### config.mk
export PLATFORM = sky130hd
export DESIGN_NAME = fml_arb2
export DESIGN_NICKNAME = d
export VERILOG_FILES = /design/src/rtl/fml_pkg.sv /design/src/rtl/fml_rr_sel.sv /design/src/rtl/fml_arb2.sv
export SDC_FILE = /design/constraint.sdc
export NUM_CORES = 1
export LEC_CHECK = 0
export CAP_MARGIN = 30
export CORE_AREA = 2 2 194 196
export CTS_BUF_LIST = sky130_fd_sc_hd__clkbuf_16
export CTS_CLUSTER_SIZE = 40
export DETAILED_ROUTE_END_ITERATION = 10
export DIE_AREA = 0 0 196 198
export GPL_TIMING_DRIVEN = 0
export PLACE_DENSITY = 0.37
export SKIP_LAST_GASP = 1
export SYNTH_ARGS = -nofsm -noshare
export SYNTH_HDL_FRONTEND = slang
export SYNTH_HIERARCHICAL = 1
export SYNTH_SLANG_ARGS = --single-unit
export TNS_END_PERCENT = 100
### constraint.sdc
create_clock -name sys_clk -period 2.5 [get_ports sys_clk]
set_input_delay 0.625 -clock sys_clk [delete_from_list [all_inputs] [get_ports sys_clk]]
set_output_delay 0.625 -clock sys_clk [all_outputs]
set_load 0.01 [all_outputs]
### src/rtl/fml_pkg.sv
// Shared constants and master-index encoding for the FML arbiter slice.
package fml_pkg;

  localparam int FML_DW    = 64;
  localparam int FML_SELW  = 8;
  localparam int FML_BURST = 4;

  // Master index encoding (one bit selects between the two masters).
  localparam logic [0:0] MST_0 = 1'b0;
  localparam logic [0:0] MST_1 = 1'b1;

endpackage

### src/rtl/fml_rr_sel.sv
// Two-input round-robin grant selection for the FML arbiter.
// When update is low, or nobody is requesting, the current grant is held.
module fml_rr_sel
  import fml_pkg::*;
(
  input  logic [1:0] req,
  input  logic       last,
  input  logic       cur,
  input  logic       update,
  output logic       grant_next
);

  // Next owner: a lone requester wins; on a tie, the master that was not acked last wins.
  always_comb begin
    grant_next = cur;
    if (update) begin
      case (req)
        2'b01:   grant_next = MST_0;
        2'b10:   grant_next = MST_1;
        2'b11:   grant_next = (last == MST_0) ? MST_1 : MST_0;
        default: grant_next = cur;
      endcase
    end else begin
      grant_next = cur;
    end
  end

endmodule

### src/rtl/fml_arb2.sv
// Two-master round-robin arbiter for the FML memory bus.
// Address/control is muxed combinationally from the granted master. Write data
// follows a separate owner/counter so a new address phase can overlap the
// previous burst's data phase. Read data is broadcast to both masters.
module fml_arb2
  import fml_pkg::*;
#(
  parameter int fml_depth = 26,
  parameter int burst_len = FML_BURST
)(
  input  logic                 sys_clk,
  input  logic                 sys_rst,

  input  logic [fml_depth-1:0] m0_adr,
  input  logic                 m0_stb,
  input  logic                 m0_we,
  output logic                 m0_ack,
  input  logic [FML_SELW-1:0]  m0_sel,
  input  logic [FML_DW-1:0]    m0_di,
  output logic [FML_DW-1:0]    m0_do,

  input  logic [fml_depth-1:0] m1_adr,
  input  logic                 m1_stb,
  input  logic                 m1_we,
  output logic                 m1_ack,
  input  logic [FML_SELW-1:0]  m1_sel,
  input  logic [FML_DW-1:0]    m1_di,
  output logic [FML_DW-1:0]    m1_do,

  output logic [fml_depth-1:0] s_adr,
  output logic                 s_stb,
  output logic                 s_we,
  input  logic                 s_ack,
  output logic [FML_SELW-1:0]  s_sel,
  output logic [FML_DW-1:0]    s_di,
  input  logic [FML_DW-1:0]    s_do
);

  localparam int WCW = $clog2(burst_len + 1);

  logic           grant_q,  grant_d;
  logic           last_q,   last_d;
  logic           wowner_q, wowner_d;
  logic [WCW-1:0] wcnt_q,   wcnt_d;

  logic           cur_stb;
  logic           rearb;
  logic           last_eff;

  // Re-arbitrate on an ack or when the owner lets go; an ack this cycle counts as the latest "last".
  always_comb begin
    cur_stb  = (grant_q == MST_1) ? m1_stb : m0_stb;
    rearb    = s_ack | ~cur_stb;
    last_eff = s_ack ? grant_q : last_q;
    last_d   = last_eff;
  end

  fml_rr_sel u_rr_sel (
    .req        ({m1_stb, m0_stb}),
    .last       (last_eff),
    .cur        (grant_q),
    .update     (rearb),
    .grant_next (grant_d)
  );

  // Write-data phase: an acked write reloads the beat counter and latches its owner.
  always_comb begin
    wowner_d = wowner_q;
    wcnt_d   = wcnt_q;
    if (s_ack && s_we) begin
      wowner_d = grant_q;
      wcnt_d   = WCW'(burst_len);
    end else if (wcnt_q != {WCW{1'b0}}) begin
      wcnt_d   = wcnt_q - {{(WCW-1){1'b0}}, 1'b1};
    end else begin
      wcnt_d   = {WCW{1'b0}};
    end
  end

  // State registers with synchronous reset; m0 wins the first tie because last starts at 1.
  always_ff @(posedge sys_clk) begin
    if (sys_rst) begin
      grant_q  <= MST_0;
      last_q   <= MST_1;
      wowner_q <= MST_0;
      wcnt_q   <= {WCW{1'b0}};
    end else begin
      grant_q  <= grant_d;
      last_q   <= last_d;
      wowner_q <= wowner_d;
      wcnt_q   <= wcnt_d;
    end
  end

  // Slave-side muxes, ack routing and read-data broadcast.
  always_comb begin
    if (grant_q == MST_1) begin
      s_adr  = m1_adr;
      s_stb  = m1_stb;
      s_we   = m1_we;
      m0_ack = 1'b0;
      m1_ack = s_ack;
    end else begin
      s_adr  = m0_adr;
      s_stb  = m0_stb;
      s_we   = m0_we;
      m0_ack = s_ack;
      m1_ack = 1'b0;
    end

    if (wcnt_q == {WCW{1'b0}}) begin
      s_sel = {FML_SELW{1'b0}};
      s_di  = {FML_DW{1'b0}};
    end else if (wowner_q == MST_1) begin
      s_sel = m1_sel;
      s_di  = m1_di;
    end else begin
      s_sel = m0_sel;
      s_di  = m0_di;
    end

    m0_do = s_do;
    m1_do = s_do;
  end

endmodule

* Yosys cells after proc, flatten, opt, wreduce, memory -nomap -nowiden
Cells that the tools add are included.
** Operators by class
- Add/sub/neg operators :: 1
- $mul :: 0
- Div/mod/pow operators :: 0
- Order comparisons :: 0
- Equality and inequality tests :: 3
- Shift operators :: 0
- Muxes and demuxes :: 14
- Bitwise gates (word level) :: 3
- Reductions and logical operators :: 6
** Operators with widths (number)
- two-way mux 64 bit :: 2
- two-way mux 26 bit :: 1
- two-way mux 8 bit :: 2
- two-way mux 1 bit :: 6
- two-way mux 3 bit :: 2
- nonzero test 3 bit :: 2
- == test 2 bit (second input constant) :: 2
- zero test 3 bit :: 1
- one-hot mux 1 bit (3 select lines) :: 1
- OR reduction 3 bit :: 1
- subtractor 3 x 1 -> 3 bit (second input constant) :: 1
- == test 2 x 1 -> 1 bit (second input constant) :: 1
- inverter 1 bit :: 2
- AND reduction 2 bit :: 1
- logical AND 1 bit :: 1
- OR 1 bit :: 1
** Word-level totals
- Bits in registers :: 6
- Latch bits :: 0
- RAM bits :: 0
- Memory bits (read-only) :: 0
- Input port bits :: 267
- Memories kept :: 0

* Longest topological paths before layout
- Depth after elaboration :: 4
- Depth in mapped cells :: 6

* Hierarchy
Netlist, hierarchy kept.
** By module, submodules not included
- fml_arb2 :: instances 1, cells each 345, area an instance 2693.8 um^2, sequential area each 120.1 um^2
- fml_rr_sel :: instances 1, cells each 3, area an instance 17.5 um^2, sequential area each 0.0 um^2

* Worst setup path before layout
Ideal clock, no wire load.
- Path type :: register to output
- From :: register wcnt_q[0]
- To :: output s_di[10]
- Arrival time :: 1.270 ns
- Slack :: 0.605 ns
- Stages on the path, launching flop included :: 7
- Buffers on the path :: 2
- Cells stage by stage :: dfxtp_1 inv_1 ha_1 nor2b_1 buf_2 buf_2 nor2_1
** On the way
- Cells in the longest elaborated chain, start to end :: 2
** Ends and longest elaborated chain
- from (decl) :: RTL line fml_arb2.sv:44 : logic [WCW-1:0] wcnt_q, wcnt_d;
- from (signal assigned) :: RTL line fml_arb2.sv:86 : wcnt_q <= {WCW{1'b0}};
- from (signal assigned) :: RTL line fml_arb2.sv:91 : wcnt_q <= wcnt_d;
- zero test 3 bit :: RTL line fml_arb2.sv:111 : if (wcnt_q == {WCW{1'b0}}) begin
- two-way mux 64 bit :: RTL line fml_arb2.sv:111
- to (decl) :: RTL line fml_arb2.sv:35 : output logic [FML_DW-1:0] s_di,
Every way passes these cells.

* Worst setup path in the final report
- From :: input m1_adr[12]
- To :: output s_adr[12]
** On the way
- Cells in the longest elaborated chain, start to end :: 1
** Ends and longest elaborated chain
- from (decl) :: RTL line fml_arb2.sv:22 : input logic [fml_depth-1:0] m1_adr,
- two-way mux 26 bit :: RTL line fml_arb2.sv:97 : if (grant_q == MST_1) begin
- to (decl) :: RTL line fml_arb2.sv:30 : output logic [fml_depth-1:0] s_adr,
Every way passes these cells.

==> results_dict.tcl <==
set metrics [dict create \
    fin_crit_sh_pct 97.5 \
    synthMuxAreaShare_pct 38.8 \
    root_buffer "clkbuf_16" \
    start_kind "primary input" \
    synthCells 348 \
    ys_warn_count 6 \
    dieHeight_um 198 \
    port_buffers 432 \
    core_area_um2 37000 \
    cp.required_ns 1.88 \
    path_cells "clkdlybuf4s50_1 -> mux2_2 -> clkdlybuf4s50_1" \
    antenna_found_initial 0 \
    rows 71 \
    synth_seq_cells 6 \
    grt_pass1_wl_um 22400 \
    tightest_slew_ns 0.441 \
    irDropWorstVdd_mv 0.151 \
    io_pins 497 \
    power.leakage_nw 3.08 \
    setup_violations 0 \
    cp-end-kind "primary output" \
    cts_buffer_depth 2 \
    yosysTopAreaCellShare_pct 37.7 \
    hp-start "wcnt_q[0]" \
    maxSlewViolCount 0 \
    dr.first_iter.drc_count 55 \
    grt_setup_unrepaired "no" \
    layout_setup_ws_ns 0.0616 \
    finalPower_mw 2.76 \
    drc 0 \
    rr_worst_depth 6 \
    area_delta_synth_final_pct 179 \
    power_frac_clock_pct 9.4 \
    vias 3832 \
    synthTopCellsByArea "buf_4 (38%), mux2i_1 (27%), mux2_2 (12%)" \
    maxCapViolations 0 \
    fill_cells 4141 \
    dieArea_um2 38800 \
    final_core_util_pct 20.5 \
    avgSynthCellArea_um2 7.79 \
    seqPwrFrac_pct 4.6 \
    mostFrequentLayoutCells "clkdlybuf4s50_1 (357), buf_4 (143), nor2_1 (73)" \
    whs_path_depth 1 \
    critical-path-slowest-cell "clkdlybuf4s50_1" \
    slowest_delay_ns 0.51 \
    max-slew-margin-rel_pct 70.5 \
    clk_pin_slew_ns 0.04 \
    reg2reg_to "wcnt_q[1]" \
    numCtsBuffers 3 \
    ys_types 20 \
    status "finished, final reports clean" \
    synth_area_um2 2710 \
    p_per_area_nw_per_um2 364 \
    drive_above_1_share_pct 27.6 \
    synth-simple-area-share_pct 12.4 \
    p_switching_mw 1.14 \
    cp_common_cell "clkdlybuf4s50_1" \
    swShare_pct 41.4 \
    synth-adder-area-share_pct 0.923 \
    combPwrFrac_pct 86.0 \
    hpwlAfterDp_um 14900 \
    globalRouteOverflowTotal 0 \
    clk_latency_ns 0.23 \
    post-place-ws_ns -0.427 \
    min_period_ns 2.44 \
    crit_arrival_ns 1.81 \
    die_w_um 196 \
    cts_tree "yes" \
    start_util_pct 7.34 \
    avgRoutedWirePerCell_um 13.1 \
    diodes 0 \
    grt_pass1_vias 3784 \
    gp_congestion 0.682 \
    synth_top_family_by_area "buffers and inverters" \
    cts-hold-fix-buffers 0 \
    internal_power_mw 1.62 \
    grt_max_degree 11 \
    critPathKind "in2out" \
    seq_area_frac_synth_pct 4.43 \
    syn_nets 617 \
    htree_levels 1 \
    synth_compound_area_share_pct 3.55 \
    max_freq_ghz 0.410 \
    grt_usage_pct 7.49 \
    synthXorXnorAreaFrac_pct 0 \
    synth_top_area_cell "buf_4" \
    hold_ws_ns 0.426 \
    reg2reg_setup_slack_ns 1.15 \
    hold_viol 0 \
    hp-class "reg2reg" \
    finalWirelength_um 16500 \
    crit_fanout 1 \
    layout_commonest_cell "clkdlybuf4s50_1" \
    clkSinkCount 6 \
    final_nets 1056 \
    routed_via_density 3.04 \
    ant_nets 0 \
    r2r-start "wcnt_q[0]" \
    hold_path_end "wcnt_q[0]" \
    firstDrtPassIters 4 \
    fin_skew_ns 0.00317 \
]
-- registers in the layout (all words and copies together), names as in the netlist --
name and flops:
last_q 1, wcnt_q 3, grant_q 1, wowner_q 1
-- cell families after synthesis --
logic type               count (synthesis)
flip-flops                               6
adder cells (fa/ha/maj)                  2
buffers and inverters                  149
multiplexers                           101
AO/OA/AOI/OAI                            7
AND/OR/NAND/NOR                         83
-- worst max-delay path: cells and delay by family --
kind	cells	cell delay, ns
mux	1	0.28
buf+inv	2	0.91
-- worst max-delay path by stage --
stage,from,end,slack [ns],cells after the start
5_1_grt,grant_q,s_adr[12],0.004,3
2_1_floorplan,wcnt_q[0],s_di[10],0.60,6
6_report,m1_adr[12],s_adr[12],0.06,3
3_3_place_gp,s_ack,m0_ack,-0.39,3
3_5_place_dp,s_ack,m0_ack,-0.43,3
4_1_cts,wcnt_q[0],s_di[56],-0.003,7
-- routing by layer --
layer	routed length (um)	vias to the layer above	GRT usage (%)	share of wire, %
met5	0	-	0	0
met4	114	0	0.786	0.69
met3	1470	6	2.01	8.9
met2	9040	235	15.0	55
met1	5930	1697	7.99	36
li1	-	1894	-	-
-- power groups by stage --
stage	registers, mW	logic, mW	clock network (mW)
after floorplan	0.124	1.02	0
after global placement	0.127	2.68	0
after detailed placement	0.127	2.66	0
after CTS	0.126	2.48	0.262
after global routing	0.130	2.58	0.270
final	0.128	2.37	0.258
-- repair_timing --
action | in CTS | in global routing
cloned | 0 | 0
setup buffers | 2 | 0
gates resized for setup | 91 | 61
endpoints found under the setup margin | 87 | 69
-- stage by stage --
step	std cells	TNS [ns]	area (um^2)
6_report	1259	0	7570
5_1_grt	1259	0	7570
4_1_cts	1259	-0.00296	7660
3_5_place_dp	1254	-15.50	7630
3_3_place_gp	1254	-16.25	7630
2_1_floorplan	348	0	2710
-- cells in the mapped netlist (all sizes together) --
| cell type | number |
|---|---|
| a21oi | 2 |
| mux2i | 72 |
| or2 | 1 |
| nor2 | 74 |
| a2111oi | 3 |
| ha | 2 |
| mux2 | 29 |
| and2 | 1 |
| a31oi | 1 |
| inv | 2 |
| nor4b | 1 |
| dfxtp | 6 |
| buf | 146 |
| a221o | 1 |
| clkbuf | 1 |
| nor2b | 4 |
| nand2b | 2 |
-- cell type report --
type	count	area (um^2)	share of cell area [%]
timing repair buffer	434	4150	54.8
inverter	2	7.51	0.0991
tap	474	593	7.83
sequential	6	123	1.62
multi-input combinational	193	1520	20.0
clock buffer	3	75.1	0.991
buffer	147	1110	14.7
No activity file was read; power rests on OpenSTA's default activity.
